## config.mk

```make
export PLATFORM = sky130hd
export DESIGN_NAME = uart_rx_fifo
export DESIGN_NICKNAME = d
export VERILOG_FILES = /design/src/rtl/uart_rx_fifo.sv
export SDC_FILE = /design/constraint.sdc
export NUM_CORES = 1
export LEC_CHECK = 0
export BUFFER_PORTS_ARGS = -buffer_cell sky130_fd_sc_hd__buf_4
export CORE_ASPECT_RATIO = 0.8
export CORE_MARGIN = 4
export CORE_UTILIZATION = 40
export CTS_BUF_LIST = sky130_fd_sc_hd__clkbuf_4 sky130_fd_sc_hd__clkbuf_8
export DETAILED_ROUTE_END_ITERATION = 8
export PLACE_DENSITY_LB_ADDON = 0.2
export SLEW_MARGIN = 20
export SYNTH_ARGS = -nofsm -noshare
export SYNTH_HDL_FRONTEND = slang
export SYNTH_SLANG_ARGS = --single-unit
```

## constraint.sdc

```tcl
create_clock -name clk -period 4.2 [get_ports clk]
set_input_delay 0.63 -clock clk [delete_from_list [all_inputs] [get_ports clk]]
set_output_delay 0.63 -clock clk [all_outputs]
set_load 0.005 [all_outputs]
```

## src/rtl/uart_rx_fifo.sv

```systemverilog
// UART receiver: 2-FF synchroniser, mid-bit sampling FSM and show-ahead RX FIFO with valid/ready.
// Defining UART_RX_PARITY_EN adds one parity bit (PARITY_ODD selects odd) after the data bits.
module uart_rx_fifo #(
  parameter int CLOCK_FREQ = 50000000,
  parameter int BAUD_RATE  = 115200,
  parameter int DATA_BITS  = 8,
  parameter int STOP_BITS  = 1,
  parameter int FIFO_DEPTH = 4,
  parameter int PARITY_ODD = 0
) (
  input  logic                               clk,
  input  logic                               rst,
  input  logic                               uart_rx,
  output logic [DATA_BITS-1:0]               m_data,
  output logic                               m_valid,
  input  logic                               m_ready,
  output logic [$clog2(FIFO_DEPTH+1)-1:0]    fifo_count,
  output logic                               frame_err,
  output logic                               parity_err,
  output logic                               overrun
);
  localparam int CPB    = CLOCK_FREQ / BAUD_RATE;
  localparam int CNT_W  = $clog2(CPB);
  localparam int BIT_W  = $clog2(DATA_BITS);
  localparam int PTR_W  = $clog2(FIFO_DEPTH);
  localparam int FCNT_W = $clog2(FIFO_DEPTH + 1);

  localparam logic [CNT_W-1:0]  HALF_LAST = CNT_W'(CPB / 2 - 1);
  localparam logic [CNT_W-1:0]  BIT_LAST  = CNT_W'(CPB - 1);
  localparam logic [BIT_W-1:0]  DATA_LAST = BIT_W'(DATA_BITS - 1);
  localparam logic              STOP_LAST = (STOP_BITS == 2);
  localparam logic [FCNT_W-1:0] FULL_CNT  = FCNT_W'(FIFO_DEPTH);

  typedef enum logic [2:0] {S_IDLE, S_START, S_DATA, S_PARITY, S_STOP} state_t;

  logic                 rx_meta_q, rx_sync_q, rx_prev_q;
  logic [1:0]           settle_q;
  logic                 armed_q;
  logic                 start_edge;
  state_t               state_q, state_d;
  logic [CNT_W-1:0]     clk_cnt_q, clk_cnt_d;
  logic [BIT_W-1:0]     bit_cnt_q, bit_cnt_d;
  logic                 stop_cnt_q, stop_cnt_d;
  logic [DATA_BITS-1:0] shreg_q, shreg_d;
  logic                 stop_bad_q, stop_bad_d;
  logic                 par_bad_q, par_bad_d;
  logic                 frame_done;

  logic [DATA_BITS-1:0] mem_q [FIFO_DEPTH];
  logic [PTR_W-1:0]     wr_ptr_q, rd_ptr_q, rd_next;
  logic [FCNT_W-1:0]    count_q, count_d;
  logic [DATA_BITS-1:0] m_data_q, head_d;
  logic                 full, pop, push, good_frame;
  logic                 frame_err_q, parity_err_q, overrun_q;

  // Starts are ignored until the line has been seen high after the synchroniser
  // has flushed its reset value, so a line held low out of reset never starts a frame.
  always_ff @(posedge clk) begin
    if (rst) begin
      rx_meta_q <= 1'b1;
      rx_sync_q <= 1'b1;
      rx_prev_q <= 1'b1;
      settle_q  <= '0;
      armed_q   <= 1'b0;
    end else begin
      rx_meta_q <= uart_rx;
      rx_sync_q <= rx_meta_q;
      rx_prev_q <= rx_sync_q;
      settle_q  <= {settle_q[0], 1'b1};
      armed_q   <= armed_q | (settle_q[1] & rx_sync_q);
    end
  end

  assign start_edge = armed_q & rx_prev_q & ~rx_sync_q;

  always_comb begin
    state_d    = state_q;
    clk_cnt_d  = clk_cnt_q + 1'b1;
    bit_cnt_d  = bit_cnt_q;
    stop_cnt_d = stop_cnt_q;
    shreg_d    = shreg_q;
    stop_bad_d = stop_bad_q;
    par_bad_d  = par_bad_q;
    frame_done = 1'b0;
    unique case (state_q)
      S_IDLE: begin
        clk_cnt_d = '0;
        if (start_edge) begin
          state_d    = S_START;
          bit_cnt_d  = '0;
          stop_cnt_d = 1'b0;
          stop_bad_d = 1'b0;
          par_bad_d  = 1'b0;
        end
      end
      S_START: begin
        if (clk_cnt_q == HALF_LAST) begin
          clk_cnt_d = '0;
          state_d   = rx_sync_q ? S_IDLE : S_DATA;
        end
      end
      S_DATA: begin
        if (clk_cnt_q == BIT_LAST) begin
          clk_cnt_d = '0;
          shreg_d   = {rx_sync_q, shreg_q[DATA_BITS-1:1]};
          if (bit_cnt_q == DATA_LAST) begin
            bit_cnt_d = '0;
`ifdef UART_RX_PARITY_EN
            state_d   = S_PARITY;
`else
            state_d   = S_STOP;
`endif
          end else begin
            bit_cnt_d = bit_cnt_q + 1'b1;
          end
        end
      end
`ifdef UART_RX_PARITY_EN
      S_PARITY: begin
        if (clk_cnt_q == BIT_LAST) begin
          clk_cnt_d = '0;
          par_bad_d = rx_sync_q ^ (^shreg_q) ^ (PARITY_ODD != 0);
          state_d   = S_STOP;
        end
      end
`endif
      S_STOP: begin
        if (clk_cnt_q == BIT_LAST) begin
          clk_cnt_d  = '0;
          stop_bad_d = stop_bad_q | ~rx_sync_q;
          if (stop_cnt_q == STOP_LAST) begin
            stop_cnt_d = 1'b0;
            state_d    = S_IDLE;
            frame_done = 1'b1;
          end else begin
            stop_cnt_d = 1'b1;
          end
        end
      end
      default: begin
        clk_cnt_d = '0;
        state_d   = S_IDLE;
      end
    endcase
  end

  always_ff @(posedge clk) begin
    if (rst) begin
      state_q    <= S_IDLE;
      clk_cnt_q  <= '0;
      bit_cnt_q  <= '0;
      stop_cnt_q <= 1'b0;
      shreg_q    <= '0;
      stop_bad_q <= 1'b0;
      par_bad_q  <= 1'b0;
    end else begin
      state_q    <= state_d;
      clk_cnt_q  <= clk_cnt_d;
      bit_cnt_q  <= bit_cnt_d;
      stop_cnt_q <= stop_cnt_d;
      shreg_q    <= shreg_d;
      stop_bad_q <= stop_bad_d;
      par_bad_q  <= par_bad_d;
    end
  end

  assign full       = (count_q == FULL_CNT);
  assign pop        = m_valid & m_ready;
  assign good_frame = frame_done & ~stop_bad_d & ~par_bad_q;
  assign push       = good_frame & (~full | pop);
  assign rd_next    = pop ? rd_ptr_q + 1'b1 : rd_ptr_q;

  always_comb begin
    unique case ({push, pop})
      2'b10:   count_d = count_q + 1'b1;
      2'b01:   count_d = count_q - 1'b1;
      default: count_d = count_q;
    endcase
  end

  // Registered head: bypass the write data when the slot being written becomes the head.
  assign head_d = (push && (wr_ptr_q == rd_next)) ? shreg_q : mem_q[rd_next];

  always_ff @(posedge clk) begin
    if (push) mem_q[wr_ptr_q] <= shreg_q;
  end

  always_ff @(posedge clk) begin
    if (rst) begin
      wr_ptr_q     <= '0;
      rd_ptr_q     <= '0;
      count_q      <= '0;
      m_data_q     <= '0;
      frame_err_q  <= 1'b0;
      parity_err_q <= 1'b0;
      overrun_q    <= 1'b0;
    end else begin
      if (push) wr_ptr_q <= wr_ptr_q + 1'b1;
      rd_ptr_q     <= rd_next;
      count_q      <= count_d;
      if (count_d != '0) m_data_q <= head_d;
      frame_err_q  <= frame_done & stop_bad_d;
      parity_err_q <= frame_done & ~stop_bad_d & par_bad_q;
      overrun_q    <= good_frame & full & ~pop;
    end
  end

  assign m_data     = m_data_q;
  assign m_valid    = (count_q != '0);
  assign fifo_count = count_q;
  assign frame_err  = frame_err_q;
  assign parity_err = parity_err_q;
  assign overrun    = overrun_q;
endmodule

```

==> run summary, run 1 <==
Ys async rst share: 0%
Cell area after layout: 4090 um^2
RSZ-0062 raised after global routing: no
Placement Setup Slack: 0.645 ns
Die Y-Extent: 94.1 um
Crit-path max FO: 17
Maximum clock frequency: 276 MHz
Setup TNS: 0 ns
Pwr dens: 440 nW/um^2
Site Rows: 31
Post-DR vias/cell: 5.40
Seq/Total Area, Yosys: 51.3%
CTS root buffer: clkbuf_8
CP Class: reg2reg
Tcrit/Tclk final: 86.2%
Ys Warns: 0
Final hold vios: 0
Ranking of synthesized cells by area: edfxtp_1 (26%), dfxtp_1 (25%), mux4_2 (8.5%)
Share of the synthesized area in the top cell type: 25.9%
Max Slew Vio Count: 0
Post-layout power: 1.80 mW
Antenna Nets Post-Route: 0
CP Launch Type: flop
Cts bufs inserted: 9
Hold path depth: 1
Placed Instance Area: 3910 um^2
Synth-to-layout area growth: 10.5%
Seq cells post-synth: 79
Depth of the CTS H-tree: 3
Critical path data arrival time: 3.88 ns
Die width: 116 um
Total of max-cap violations: 0
Worst Reg2Reg Path Length in Cells: 11
Mean Syn Cell Area: 11.3 um^2
Vias: 2499
Netlist cell types: 53
Post-Route WL: 7380 um
HPWL after detailed placement: 5000 um
Hold_buf cts: 0
Commonest non-fill, non-tap cell in the layout: dfxtp_1
Longest Clk Path Bufs: 2
N_diodes: 0
Antenna violations before repair: 0
CTS tree: yes
Largest net degree at the start of global routing: 29
CTS sink count: 79
Required time worst endpoint: 4.46 ns
Die area: 10900 um^2
Most frequent cells in the layout: dfxtp_1 (47), nand2_1 (38), nor2_1 (33), edfxtp_1 (32), buf_4 (21)
Worst-Skew Late Latency: 0.35 ns
Worst min path class: reg2reg
Initial core utilization: 41.0%
Tot GR Track Use: 14.8%
Status: finished clean
Port Buffer Count: 17
Vias in the first global route: 2362
Cell Area, Synth: 3700 um^2
Worst-Margin Slew: 0.744 ns
Resize count post-CTS: 0
Nets: 357
Cells after synthesis: 329
Final weighted congestion in routability-driven placement: 0.808
Ports: 19
Crit end category: flop
First-pass GRT wire length: 12300 um
Leak Pwr: 1.40 nW
Final setup viols: 0
Worst vdd rail ir drop: 0.174 mV
Number of flops mapped to enable cells by yosys: 32
Rel. slew slack: 50.4%
WL/cell: 15.9 um
Final worst slack: 0.579 ns
Ratio of cells with drive above 1 in the final layout: 18.4%
Core Box Area: 9040 um^2
Final min period: 3.62 ns
Synth Flop Type: dfxtp_1
1st-pass router iterations: 4
Syn Nets: 343
Dominant cell type by area after synthesis: edfxtp_1
Worst clock skew: 0.0141 ns
Grt ovf: 0
Iter 0 DRT Violations: 104
Clock-pin slew on the worst setup and hold paths: 0.08 ns
DRC Markers: 0
Post-CTS Setup Repair Bufs: 0
## metrics by stage
step	util, %	hold WS [ns]	instances
global placement	43.3	0.395	447
floorplan	-	0.389	329
finish	45.3	0.420	463
CTS	45.3	0.427	463
global route	45.3	0.452	463
detailed placement	43.3	0.400	447
## where the power goes
part | switching [mW] | internal [mW]
Clock | 0.296 | 0.220
Combinational | 0.205 | 0.197
Sequential | 0.0504 | 0.833
## layout make-up
| type | count | area [um^2] |
|---|---|---|
| inverter | 6 | 22.5 |
| clock inverter | 7 | 56.3 |
| sequential | 79 | 1900 |
| fill | 854 | 4940 |
| clock buffer | 9 | 124 |
| multi-input combinational | 226 | 1690 |
| tap | 115 | 144 |
| timing repair buffer | 21 | 158 |
## final timing paths
check	slack, ns	start	endpoint
worst max-delay path	0.58	state_q[2]$_SDFFE_PP0P_	m_data[5]$_SDFFE_PP0P_
worst min-delay path	0.42	rx_meta_q$_SDFF_PP1_	rx_sync_q$_SDFF_PP1_
worst max register to register	0.58	state_q[2]$_SDFFE_PP0P_	m_data[5]$_SDFFE_PP0P_
worst min register to register	0.42	rx_meta_q$_SDFF_PP1_	rx_sync_q$_SDFF_PP1_
## state kept, by name, summed over array words and instances, names as in the netlist
signal and count:
mem_q 32, clk_cnt_q 9, m_data 8, shreg_q 8
bit_cnt_q 3, fifo_count 3, state_q 3, rd_ptr_q 2
settle_q 2, wr_ptr_q 2, armed_q 1, frame_err 1
overrun 1, rx_meta_q 1, rx_prev_q 1, rx_sync_q 1
stop_bad_q 1
## Yosys cell counts (all sizes together), types with 2 or more instances
library cell / instances
dfxtp: 47
nor4: 2
xor2: 7
or2: 5
a211oi: 2
nand4: 12
and3: 2
nor3: 5
edfxtp: 32
nor2: 33
a221oi: 2
a21o: 3
o221ai: 8
nand3: 6
nand2b: 3
ha: 9
nand2: 38
nor3b: 2
a21oi: 16
and2: 9
xnor2: 6
clkbuf: 11
nor2b: 6
a31oi: 2
o21ai: 5
mux4: 14
mux2i: 9
a22oi: 2
buf: 7
nor4b: 3
inv: 6
or3b: 2
## cell families after synthesis
family          after synthesis  share of synthesized area (%)
fa+ha+maj                    10                           3.58
compound gates               45                           8.95
other cells                   1                          0.101
simple gates                133                           18.6
mux                          24                           11.2
flops                        79                           51.3
buf+inv                      24                           3.14
xor+xnor                     13                           3.07
## critical path, stage by stage (launching register included)
cell and delay, ns:
dfxtp_1 0.48, or3b_4 0.45, nor4_4 0.22, buf_4 0.21, nor2_1 0.08, fa_1 0.55, nor2b_1 0.10, and4b_1 0.20
mux2i_1 0.12, and3_1 0.62, o211ai_4 0.24, o221ai_1 0.25
## layer usage
metal | global-route usage (%) | vias up | part of all wire, %
met5 | 0 | - | 0
met1 | 20.5 | 1232 | 49
met2 | 22.8 | 33 | 46
met4 | 4.69 | 0 | 1.2
li1 | - | 1226 | -
met3 | 3.48 | 8 | 2.9
Note: power is estimated with default switching activity, not from simulation.
==> run 2, diff against run 1 <==
BUFFER_PORTS_ARGS = default   (was -buffer_cell sky130_fd_sc_hd__buf_4)
DONT_BUFFER_PORTS = 1   (was default)
MAX_ROUTING_LAYER = met4   (was default)
==> run summary, run 2 (synthesis results as in run 1) <==
Longest Clk Path Bufs: 2 (unchanged)
Final setup viols: 0 (unchanged)
Total of max-cap violations: 0 (unchanged)
Ports: 19 (unchanged)
Ratio of cells with drive above 1 in the final layout: 14.2% (was 18.4%)
Register area: 1900 um^2 (unchanged)
Post-Route WL: 7090 um (was 7380 um)
RSZ-0062 raised after global routing: no (unchanged)
CP Class: reg2reg (unchanged)
Final hold vios: 0 (unchanged)
Worst clock skew: 0.00650 ns (was 0.0141 ns)
Final weighted congestion in routability-driven placement: 0.836 (was 0.808)
Setup TNS: 0 ns (unchanged)
Post-CTS Setup Repair Bufs: 0 (unchanged)
Max incr delay on CP: 0.60 ns (was 0.62 ns)
Worst-Margin Slew: 0.879 ns (was 0.744 ns)
Hold_buf cts: 0 (unchanged)
Antenna violations before repair: 0 (unchanged)
Nets: 340 (was 357)
Max Slew Vio Count: 0 (unchanged)
Die width: 116 um (unchanged)
First-pass GRT wire length: 11800 um (was 12300 um)
Vias in the first global route: 2284 (was 2362)
CTS tree: yes (unchanged)
Finished Layout Cells: 446 (was 463)
Initial core utilization: 41.0% (unchanged)
Site Rows: 31 (unchanged)
Clock-pin slew on the worst setup and hold paths: 0.08 ns (about the same)
Resize count post-CTS: 0 (unchanged)
CTS sink count: 79 (unchanged)
Pwr dens: 480 nW/um^2 (was 440 nW/um^2)
Internal Power: 1.44 mW (was 1.25 mW)
Placed Cells incl. Taps: 430 (was 447)
Commonest non-fill, non-tap cell in the layout: dfxtp_1 (unchanged)
Area of the multi-input gates: 1690 um^2 (unchanged)
WP buf/inv: 1 (unchanged)
Placed Instance Area: 3780 um^2 (was 3910 um^2)
Crit end category: flop (unchanged)
Tcrit/Tclk final: 84.0% (was 86.2%)
FILL cells: 821 (was 854)
Rel. slew slack: 41.2% (was 50.4%)
Maximum clock frequency: 283 MHz (was 276 MHz)
Die Y-Extent: 94.1 um (unchanged)
1st-pass router iterations: 4 (unchanged)
Sw frac: 25.9% (was 30.6%)
Clk network pwr share: 37.5% (was 28.7%)
Depth of the CTS H-tree: 3 (unchanged)
Tot GR Track Use: 14.7% (was 14.8%)
CTS root buffer: clkbuf_8 (unchanged)
Leak Pwr: 1.36 nW (was 1.40 nW)
Worst min path class: in2reg (was reg2reg)
Core Box Area: 9040 um^2 (unchanged)
Sequential Power Share: 45.9% (was 49.0%)
Crit-path slowest cell: and3_1 (unchanged)
Die area: 10900 um^2 (unchanged)
Largest reg by FF count: mem_q (unchanged)
Status: finished clean (unchanged)
Critical path, cell by cell: ha_1 -> nand4bb_1 -> nor4_4 -> buf_4 -> nor2_1 -> fa_1 -> nor2b_1 -> and4b_1 -> mux2i_1 -> and3_1 -> o211ai_4 -> o221ai_1 (was or3b_4 -> nor4_4 -> buf_4 -> nor2_1 -> fa_1 -> nor2b_1 -> and4b_1 -> mux2i_1 -> and3_1 -> o211ai_4 -> o221ai_1)
Antenna Nets Post-Route: 0 (unchanged)
Max reg flops: 32 (unchanged)
Critical path data arrival time: 3.80 ns (was 3.88 ns)
Cts bufs inserted: 9 (unchanged)
Grt ovf: 0 (unchanged)
Top Registers: mem_q (32), clk_cnt_q (9) (unchanged)
Port Buffer Count: 0 (was 17)
Crit-path max FO: 17 (unchanged)
Final min period: 3.53 ns (was 3.62 ns)
Cell area after layout: 4050 um^2 (was 4090 um^2)
Vias: 2396 (was 2499)
HPWL after detailed placement: 4760 um (was 5000 um)
Largest net degree at the start of global routing: 29 (unchanged)
Worst vdd rail ir drop: 0.208 mV (was 0.174 mV)
Most frequent cells in the layout: dfxtp_1 (47), nand2_1 (38), nor2_1 (33), edfxtp_1 (32), a21oi_1 (16) (was dfxtp_1 (47), nand2_1 (38), nor2_1 (33), edfxtp_1 (32), buf_4 (21))
DRC Markers: 0 (unchanged)
Synth-to-layout area growth: 9.29% (was 10.5%)
CP Launch Type: flop (unchanged)
Crit-path leading delay family: simple AND/OR/NAND/NOR gates (unchanged)
Iter 0 DRT Violations: 132 (was 104)
WL/cell: 15.9 um (about the same)
Post-layout power: 1.94 mW (was 1.80 mW)
Combinational Power Share: 16.6% (was 22.3%)
Post-DR vias/cell: 5.37 (was 5.40)
Worst-Skew Late Latency: 0.35 ns (about the same)
Required time worst endpoint: 4.47 ns (was 4.46 ns)
Net Switching: 0.503 mW (was 0.551 mW)
N_diodes: 0 (unchanged)
Post-layout util: 44.8% (was 45.3%)
==> run 2: cell type report <==
class	instances	area share, %
tap	115	3.55
inverter	6	0.556
sequential	79	47.0
timing repair buffer	4	0.742
multi-input combinational	226	41.7
clock buffer	10	3.24
clock inverter	6	3.28
==> run 2: layer usage <==
| layer | GRT usage [%] | routed length, um |
|---|---|---|
| met1 | 19.4 | 3530 |
| met2 | 21.8 | 3210 |
| met3 | 3.86 | 255 |
| met4 | 5.28 | 96 |
| met5 | - | 0 |
==> run 2: power groups by stage <==
stage / clock network, mW / registers [mW] / logic (mW)
2_1_floorplan: 0 / 0.881 / 0.316
3_3_place_gp: 0 / 0.912 / 0.322
3_5_place_dp: 0 / 0.911 / 0.325
4_1_cts: 0.749 / 0.893 / 0.325
5_1_grt: 0.785 / 0.899 / 0.362
6_report: 0.729 / 0.891 / 0.322
==> run 2: through the flow <==
step / worst slack (ns) / hold slack [ns]
global placement: 0.752 / 0.399
global route: 0.395 / 0.313
detailed placement: 0.690 / 0.397
CTS: 0.669 / 0.318
floorplan: 1.06 / 0.389
finish: 0.672 / 0.340
==> run 2: path summary, 6_finish.rpt <==
check	start	end	slack, ns	cells after the start
setup reg to reg	clk_cnt_q[0]$_SDFF_PP0_	m_data[4]$_SDFFE_PP0P_	0.67	12
setup / recovery	clk_cnt_q[0]$_SDFF_PP0_	m_data[4]$_SDFFE_PP0P_	0.67	12
hold / removal	rst	fifo_count[0]$_SDFF_PP0_	0.34	1
hold reg to reg	rx_meta_q$_SDFF_PP1_	rx_sync_q$_SDFF_PP1_	0.41	1
